[src/rtl/pipe_hazard_ctrl.sv]
`default_nettype none
// ============================================================================
// Module   : pipe_hazard_ctrl
// Purpose  : Central stall/flush sequencer for a five-stage MIPS pipeline.
//            Generates the load enables and bubble (flush) controls of the PC
//            and the IF/ID, ID/EX, EX/MEM and MEM/WB pipeline registers.
//            Four conditions are resolved, highest priority first:
//              1. precise exception flush from MEM
//              2. data-memory wait state in MEM
//              3. multi-cycle iterative divider occupying EX
//              4. load-use hazard between EX (load) and ID (consumer)
//            Only control is produced; no datapath value passes through.
//
// Ports    : clk            pipeline clock, rising edge
//            rst            asynchronous reset, active-high
//            ID_Rs_i        rs field of the instruction in ID
//            ID_Rt_i        rt field of the instruction in ID
//            ID_UsesRs_i    ID instruction reads rs
//            ID_UsesRt_i    ID instruction reads rt
//            EX_Rw_i        destination register of the EX instruction
//            EX_RfWr_i      EX instruction writes the register file
//            EX_IsLoad_i    EX instruction is a load
//            EX_IsDiv_i     EX instruction is DIV/DIVU
//            MEM_DmReq_i    MEM stage issues a data-memory access
//            MEM_DmAck_i    data memory completes the access this cycle
//            MEM_Exception_i exception on the instruction in MEM
//            PC_Wr_o        PC load enable
//            IFID_Wr_o .. MEMWB_Wr_o        pipeline register load enables
//            IFID_Flush_o .. MEMWB_Flush_o  load a bubble (overrides Wr)
//            Div_Start_o    one-cycle start pulse to the divider
//            Div_Busy_o     divider occupies EX (registered state)
//            Stall_Cnt_o    count of cycles with PC_Wr_o low
//
// Revision : 1.0  initial release
// ============================================================================
module pipe_hazard_ctrl #(
    parameter int DIV_CYCLES = 32          // legal range 2..63
) (
    input  logic        clk,
    input  logic        rst,
    input  logic [4:0]  ID_Rs_i,
    input  logic [4:0]  ID_Rt_i,
    input  logic        ID_UsesRs_i,
    input  logic        ID_UsesRt_i,
    input  logic [4:0]  EX_Rw_i,
    input  logic        EX_RfWr_i,
    input  logic        EX_IsLoad_i,
    input  logic        EX_IsDiv_i,
    input  logic        MEM_DmReq_i,
    input  logic        MEM_DmAck_i,
    input  logic        MEM_Exception_i,
    output logic        PC_Wr_o,
    output logic        IFID_Wr_o,
    output logic        IDEX_Wr_o,
    output logic        EXMEM_Wr_o,
    output logic        MEMWB_Wr_o,
    output logic        IFID_Flush_o,
    output logic        IDEX_Flush_o,
    output logic        EXMEM_Flush_o,
    output logic        MEMWB_Flush_o,
    output logic        Div_Start_o,
    output logic        Div_Busy_o,
    output logic [31:0] Stall_Cnt_o
);

    // ------------------------------------------------------------------
    // State encoding
    // ------------------------------------------------------------------
    localparam logic [0:0] S_RUN      = 1'b0;
    localparam logic [0:0] S_DIV_BUSY = 1'b1;

    // Busy-phase length: the start cycle is itself a frozen cycle, so the
    // counter covers the remaining DIV_CYCLES-1 frozen cycles and then one
    // final div_cnt=0 cycle in which EX is released.
    localparam logic [5:0] C_DIV_LOAD = 6'(DIV_CYCLES - 1);

    // ------------------------------------------------------------------
    // Registers
    // ------------------------------------------------------------------
    logic [0:0]  state_q,     state_d;
    logic [5:0]  div_cnt_q,   div_cnt_d;
    logic [31:0] stall_cnt_q, stall_cnt_d;

    // ------------------------------------------------------------------
    // Condition decode
    // ------------------------------------------------------------------
    logic w_load_use;
    logic w_mem_wait;
    logic w_div_issue;      // divide sitting in EX, not yet started
    logic w_div_hold;       // divide in progress, result not ready yet

    always_comb begin
        // $zero is never a real producer, so a load into r0 cannot stall.
        w_load_use = EX_IsLoad_i && EX_RfWr_i && (EX_Rw_i != 5'd0) &&
                     ((ID_UsesRs_i && (ID_Rs_i == EX_Rw_i)) ||
                      (ID_UsesRt_i && (ID_Rt_i == EX_Rw_i)));
        w_mem_wait  = MEM_DmReq_i && !MEM_DmAck_i;
        w_div_issue = (state_q == S_RUN) && EX_IsDiv_i;
        w_div_hold  = (state_q == S_DIV_BUSY) && (div_cnt_q != 6'd0);
    end

    // ------------------------------------------------------------------
    // Output and next-state decode (priority ordered)
    // ------------------------------------------------------------------
    always_comb begin
        // Free-flowing pipeline unless a condition below claims control.
        PC_Wr_o       = 1'b1;
        IFID_Wr_o     = 1'b1;
        IDEX_Wr_o     = 1'b1;
        EXMEM_Wr_o    = 1'b1;
        MEMWB_Wr_o    = 1'b1;
        IFID_Flush_o  = 1'b0;
        IDEX_Flush_o  = 1'b0;
        EXMEM_Flush_o = 1'b0;
        MEMWB_Flush_o = 1'b0;
        Div_Start_o   = 1'b0;
        state_d       = state_q;
        div_cnt_d     = div_cnt_q;

        if (rst) begin
            // Hold every stage empty while reset is applied.
            PC_Wr_o       = 1'b0;
            IFID_Wr_o     = 1'b0;
            IDEX_Wr_o     = 1'b0;
            EXMEM_Wr_o    = 1'b0;
            MEMWB_Wr_o    = 1'b0;
            IFID_Flush_o  = 1'b1;
            IDEX_Flush_o  = 1'b1;
            EXMEM_Flush_o = 1'b1;
            MEMWB_Flush_o = 1'b1;
            state_d       = S_RUN;
            div_cnt_d     = 6'd0;
        end else if (MEM_Exception_i) begin
            // Squash everything younger than and including MEM; the PC
            // still loads so the exception vector enters fetch. Any divide
            // in flight is abandoned.
            IFID_Flush_o  = 1'b1;
            IDEX_Flush_o  = 1'b1;
            EXMEM_Flush_o = 1'b1;
            MEMWB_Flush_o = 1'b1;
            state_d       = S_RUN;
            div_cnt_d     = 6'd0;
        end else if (w_mem_wait) begin
            // Freeze PC..EX/MEM; MEM/WB receives a bubble each wait cycle.
            // The divider sequencer is frozen too, so a pending start is
            // simply re-evaluated once the wait clears.
            PC_Wr_o       = 1'b0;
            IFID_Wr_o     = 1'b0;
            IDEX_Wr_o     = 1'b0;
            EXMEM_Wr_o    = 1'b0;
            MEMWB_Flush_o = 1'b1;
        end else if (w_div_issue || w_div_hold) begin
            // EX is occupied by the divide: hold the front end, send a
            // bubble down into MEM, let the older MEM instruction retire.
            PC_Wr_o       = 1'b0;
            IFID_Wr_o     = 1'b0;
            IDEX_Wr_o     = 1'b0;
            EXMEM_Flush_o = 1'b1;
            if (w_div_issue) begin
                Div_Start_o = 1'b1;
                state_d     = S_DIV_BUSY;
                div_cnt_d   = C_DIV_LOAD;
            end else begin
                div_cnt_d   = div_cnt_q - 6'd1;
            end
        end else begin
            // Result-valid cycle of a divide: EX advances, back to RUN so a
            // following divide can issue on the very next cycle.
            if (state_q == S_DIV_BUSY) begin
                state_d = S_RUN;
            end
            if (w_load_use) begin
                // One bubble into ID/EX while the consumer waits in ID.
                PC_Wr_o      = 1'b0;
                IFID_Wr_o    = 1'b0;
                IDEX_Flush_o = 1'b1;
            end
        end

        stall_cnt_d = PC_Wr_o ? stall_cnt_q : (stall_cnt_q + 32'd1);
    end

    // ------------------------------------------------------------------
    // Sequential state
    // ------------------------------------------------------------------
    always_ff @(posedge clk or posedge rst) begin
        if (rst) begin
            state_q     <= S_RUN;
            div_cnt_q   <= 6'd0;
            stall_cnt_q <= 32'd0;
        end else begin
            state_q     <= state_d;
            div_cnt_q   <= div_cnt_d;
            stall_cnt_q <= stall_cnt_d;
        end
    end

    assign Div_Busy_o  = (state_q == S_DIV_BUSY);
    assign Stall_Cnt_o = stall_cnt_q;

endmodule
`default_nettype wire

[config.mk]
export PLATFORM = sky130hd
export DESIGN_NAME = pipe_hazard_ctrl
export DESIGN_NICKNAME = d
export VERILOG_FILES = /design/src/rtl/pipe_hazard_ctrl.sv
export SDC_FILE = /design/constraint.sdc
export NUM_CORES = 1
export LEC_CHECK = 0
export CORE_MARGIN = 5
export CORE_UTILIZATION = 44
export CTS_BUF_LIST = sky130_fd_sc_hd__clkbuf_8
export DETAILED_ROUTE_END_ITERATION = 8
export PLACE_DENSITY = 0.79
export SYNTH_ARGS = -nofsm -noshare
export SYNTH_HDL_FRONTEND = slang
export SYNTH_SLANG_ARGS = --single-unit
[constraint.sdc]
create_clock -name clk -period 3.6 [get_ports clk]
set_input_delay 1.08 -clock clk [delete_from_list [all_inputs] [get_ports clk]]
set_output_delay 1.08 -clock clk [all_outputs]
set_load 0.01 [all_outputs]
Word-level counts from Yosys, hierarchy flattened
Cells that the tools add are included.
Widths: inputs -> output; s select.
{"block": "op_classes", "add_sub_neg": 2, "n_eq_ne": 4, "mux": 42, "reduce_logical": 16, "bitwise": 1}
{"operator": "$mux 1", "n": 37}
{"operator": "$add 32x1->32 const B", "n": 1}
{"operator": "$mux 6", "n": 5}
{"operator": "$eq 5x5->1", "n": 2}
{"operator": "$logic_and 1x1->1", "n": 8}
{"operator": "$reduce_bool 6->1", "n": 1}
{"operator": "$sub 6x1->6 const B", "n": 1}
{"operator": "$reduce_bool 5->1", "n": 1}
{"operator": "$ne 4x4->1 const B", "n": 1}
{"operator": "$reduce_and 2->1", "n": 2}
{"operator": "$ne 3x3->1 const B", "n": 1}
{"operator": "$reduce_bool 3->1", "n": 1}
{"operator": "$logic_or 1x1->1", "n": 2}
{"operator": "$logic_not 1->1", "n": 1}
{"operator": "$not 1->1", "n": 1}
{"block": "totals", "inputBits": 25, "out_inout_bits": 43, "ff_bits": 39}

Logic depth before layout (Yosys ltp)
{"block": "depth", "word_depth": 9, "mapped_depth": 9, "ltp_nobuf": 8}

Least setup slack after synthesis
Ideal clock, no wire load.
{"block": "synth_path", "kind": "input -> output", "from": "input EX_Rw_i[1]", "to": "output PC_Wr_o", "cell_stages": 6, "path_slack_ns": -0.021, "arrival_time_ns": 2.541, "path_cell_list": "or4_1 > o211ai_2 > inv_2 > a311oi_4 > buf_6 > buf_4"}
{"block": "synth_between", "elab_chain_cells": 9, "elab_cells_between_ends": 13, "cone_classes": "eq/ne (2); mux (5); reduce/logical (6)"}
{"item": "start, declared", "line": "45", "text": "input logic [4:0] EX_Rw_i,"}
{"item": "$eq 5x5->1 (on tied branches)", "line": "95, 96"}
{"item": "$logic_and 1x1->1 (on tied branches)", "line": "95, 96"}
{"item": "$logic_or 1x1->1", "line": "95", "text": "((ID_UsesRs_i && (ID_Rs_i == EX_Rw_i)) ||"}
{"item": "$logic_and 1x1->1 (*)", "line": "94", "text": "w_load_use = EX_IsLoad_i && EX_RfWr_i && (EX_Rw_i != 5'd0) &&"}
{"item": "$mux 1 (*) (5 in series)"}
{"item": "end, declared", "line": "52", "text": "output logic PC_Wr_o,"}
Every way passes the cells marked *; elsewhere a longest branch is shown, timed or not.

Worst setup path after layout
{"block": "layout_path", "from": "input EX_Rw_i[3]", "to": "output PC_Wr_o"}
{"block": "layout_between", "elab_chain_cells": 9, "elab_cells_between_ends": 13, "cone_classes": "eq/ne (2); mux (5); reduce/logical (6)"}
{"item": "$eq 5x5->1 (on tied branches)", "line": "95, 96"}
{"item": "$logic_and 1x1->1 (on tied branches)", "line": "95, 96"}
{"item": "$logic_or 1x1->1", "line": "95"}
{"item": "$logic_and 1x1->1 (*)", "line": "94"}
{"item": "$mux 1 (*)", "line": "172", "text": "if (w_load_use) begin"}
{"item": "$mux 1 (*)", "line": "152", "text": "end else if (w_div_issue || w_div_hold) begin"}
{"item": "$mux 1 (*)", "line": "143", "text": "end else if (w_mem_wait) begin"}
{"item": "$mux 1 (*)", "line": "133", "text": "end else if (MEM_Exception_i) begin"}
{"item": "$mux 1 (*)", "line": "120", "text": "if (rst) begin"}
Marked as above.

==> impl_metrics.csv <==
group,metric,value,unit
synth,ys_seq_area_share,44.1,%
worst_setup_path,worst-path-buf-inv,4,
power_and_ir_drop,power.total,1.46,mW
sta,hold-worst-slack,492,ps
worst_setup_path,path_delay_family,"simple AND/OR/NAND/NOR gates",
synth,synthFlopType,"dfrtp_1",
clock_tree,clockBufferDepth,2,
power_and_ir_drop,powerDensity,446,nW/um^2
synth,ys_seq_elements,39,
cells_and_area,drive_above_1_share,18.1,%
power_and_ir_drop,p_comb_share,32.1,%
cells_and_area,final_common_cell,"clkdlybuf4s50_1",
sta,hold_violations,0,
sta,worstMarginPinSlew,612,ps
power_and_ir_drop,p_sw_share,33.0,%
worst_setup_path,critical_path_class,"primary input to output pin",
route,ant_nets,0,
die,start_util,45.9,%
die,ioPinCount,68,
worst_setup_path,crit_slowest_cell,"or4_4",
global_routing,grt_max_degree,40,
global_routing,track_usage,18.4,%
die,fp.dieW,80.9,um
synth,synth_warnings,0,
clock_tree,clock-root-buffer,"clkbuf_8",
global_routing,grt_pass1_wl,9570,um
cells_and_area,postLayoutCoreUtil,68.1,%
sta,setup_viol,0,
clock_tree,cts_tree,"done",
placed_design,place_ws,-722,ps
placed_design,port_buffers,67,
clock_tree,clk_latency,280,ps
clock_tree,clkTransAtPathRegs,70,ps
clock_tree,cts_made_buffers,5,
sta,finalWorstSetupSlack,32.9,ps
clock_tree,cts-htree-levels,2,
power_and_ir_drop,p_leak,1.44,nW
global_routing,gr-total-overflow,0,
status,outcome,"completed",
route,wirelength,5670,um
worst_setup_path,start_kind,"primary input",
global_routing,antenna_found_initial,0,
sta,layout_min_cycle_time,3570,ps
sta,min_period_over_period,99.1,%
power_and_ir_drop,power_frac_seq,42.2,%
clock_tree,cts-hold-fix-buffers,0,
placed_design,placed_cell_area,3070,sq um
clock_tree,cts_sinks,39,
power_and_ir_drop,pwr-share-clk,25.7,%
sta,finalClockSkew,6.51,ps
synth,synth-edff-count,0,
worst_setup_path,crit_fanout,2,
synth,synth_fp_nets,249,
die,core_area,4820,sq um
route,first_iter_violations,152,
global_routing,grt_pass1_vias,2067,
sta,relSlewSlack,59.1,%
cells_and_area,fillers,411,
worst_setup_path,cp_cell_sequence,"buf_6 -> or4_4 -> o211ai_2 -> inv_2 -> a311oi_4 -> buf_4 -> buf_6",
worst_setup_path,arrival,2490,ps
synth,postSynthAreaPerCell,10.0,sq um
cells_and_area,seqCellArea,976,sq um
synth,synthArstFlopShare,100,%
cells_and_area,final_cell_mix,"clkdlybuf4s50_1, dfrtp_1, buf_4",
synth,netlist_instances,221,
sta,final-max-slew-violation-count,0,
cells_and_area,antennaDiodeCount,0,
route,drtPass1Iterations,4,
die,die_area,6550,sq um
worst_setup_path,required,2520,ps
sta,rsz0062_at_grt,"yes",
route,wire_per_inst,14.8,um
worst_setup_path,crit_path_end_kind,"output pin",
cells_and_area,synthToLayoutAreaGrowth,48.3,%
placed_design,hpwl,4190,um
worst_setup_path,max_stage_delay,520,ps
route,drc_errors,0,
hold_path,hp-class,"flip-flop to flip-flop",
job,drv_cap,0,
die,row_count,25,
power_and_ir_drop,p_int,980,uW
synth,synth_cell_types,41,
cells_and_area,postLayoutCellArea,3280,sq um
route,post_drt_via_cell_ratio,5.36,
cells_and_area,nets,342,
synth,synth_area,2210,sq um
power_and_ir_drop,p_sw,483,uW
cells_and_area,multi_input_area,1190,sq um
sta,max_freq,280,MHz
die,dieHeight,80.9,um
power_and_ir_drop,peakVddDrop,0.241,mV
route,num_vias,2049,
placed_design,finalWeightedCongestion,0.896,
worst_setup_path,path_common_cell,"buf_6",
## state kept, by name, indices dropped and copies added, names as in the netlist
name	count
Stall_Cnt_o	32
Div_Busy_o	1
div_cnt_q	6
## power groups by stage
stage / Clock (mW) / Sequential (mW) / Combinational [mW]
CTS: 0.381 / 0.618 / 0.472
floorplan: 0 / 0.620 / 0.214
global placement: 0 / 0.621 / 0.452
detailed placement: 0 / 0.623 / 0.462
global route: 0.407 / 0.631 / 0.514
finish: 0.376 / 0.618 / 0.470
## cell type report
| class | count | share of cell area, % |
|---|---|---|
| tap | 67 | 2.55 |
| sequential | 39 | 29.7 |
| timing repair buffer | 93 | 26.8 |
| multi-input combinational | 165 | 36.2 |
| clock buffer | 6 | 2.52 |
| inverter | 10 | 1.14 |
| clock inverter | 2 | 1.07 |
## cells by family after synthesis
kind of cell,after synthesis,synth area share (%)
adders and majority gates,3,1.70
DFF,39,44.1
AOI/OAI and AO/OA,26,7.97
and+or+nand+nor,94,25.2
buffers and inverters,17,4.30
muxes,1,0.509
xor gates and xnor gates,41,16.2
## path summary, 6_finish.rpt
path	from	end	slack [ps]	cells after the start
worst max-delay path	EX_Rw_i[3]	PC_Wr_o	30	7
worst min-delay path	Stall_Cnt_o[30]	Stall_Cnt_o[30]	490	1
worst max register to register	div_cnt_q[0]	Stall_Cnt_o[16]	1090	12
worst min register to register	Stall_Cnt_o[30]	Stall_Cnt_o[30]	490	1
max in group asynchronous	rst	div_cnt_q[1]	1980	4
min in group asynchronous	rst	Stall_Cnt_o[27]	1280	4
## metal layers
metal / vias up / track usage (%) / wire length, um
li1: 975 / - / -
met1: 990 / 22.7 / 2370
met3: 6 / 4.77 / 481
met4: 0 / 5.07 / 53
met2: 78 / 31.7 / 2770
met5: - / 0 / 0
## worst register-to-register path: stages (launching register included)
cell	delay, ps
dfrtp_1	380
inv_1	110
ha_1	180
and3b_1	190
o221ai_2	110
and2_4	180
a311oi_4	210
buf_4	170
buf_4	100
buf_4	100
buf_4	250
and4b_2	270
xor2_1	140
## metrics by stage
stage | instances | setup TNS, ps
after global routing | 382 | -60.8
final | 382 | 0
after CTS | 381 | -8.60
after floorplan | 221 | 0
after global placement | 369 | -2360
after detailed placement | 369 | -2470
## Yosys cell counts, types with 5 or more instances
cell type | number | area (sq um)
inv_1 | 9 | 33.8
nand4b_1 | 5 | 43.8
xor2_1 | 23 | 201
dfrtp_1 | 39 | 976
nand2_1 | 15 | 56.3
nor3_1 | 10 | 50.1
xnor2_1 | 18 | 158
a21oi_1 | 9 | 45.0
and4_1 | 5 | 43.8
nor2_1 | 14 | 52.6
nor4_1 | 7 | 43.8
nand4_1 | 9 | 56.3
nand3_1 | 6 | 30.0
o21ai_0 | 7 | 35.0
## timing repair
| item | 4_1_cts | 5_1_grt |
|---|---|---|
| buffers inserted | 4 | 1 |
| pin swaps | 4 | 11 |
| hold endpoints to repair | 0 | 0 |
| gates resized for setup | 39 | 13 |
| endpoints found under the setup margin | 8 | 6 |
Note: power is estimated with default switching activity, not from simulation.
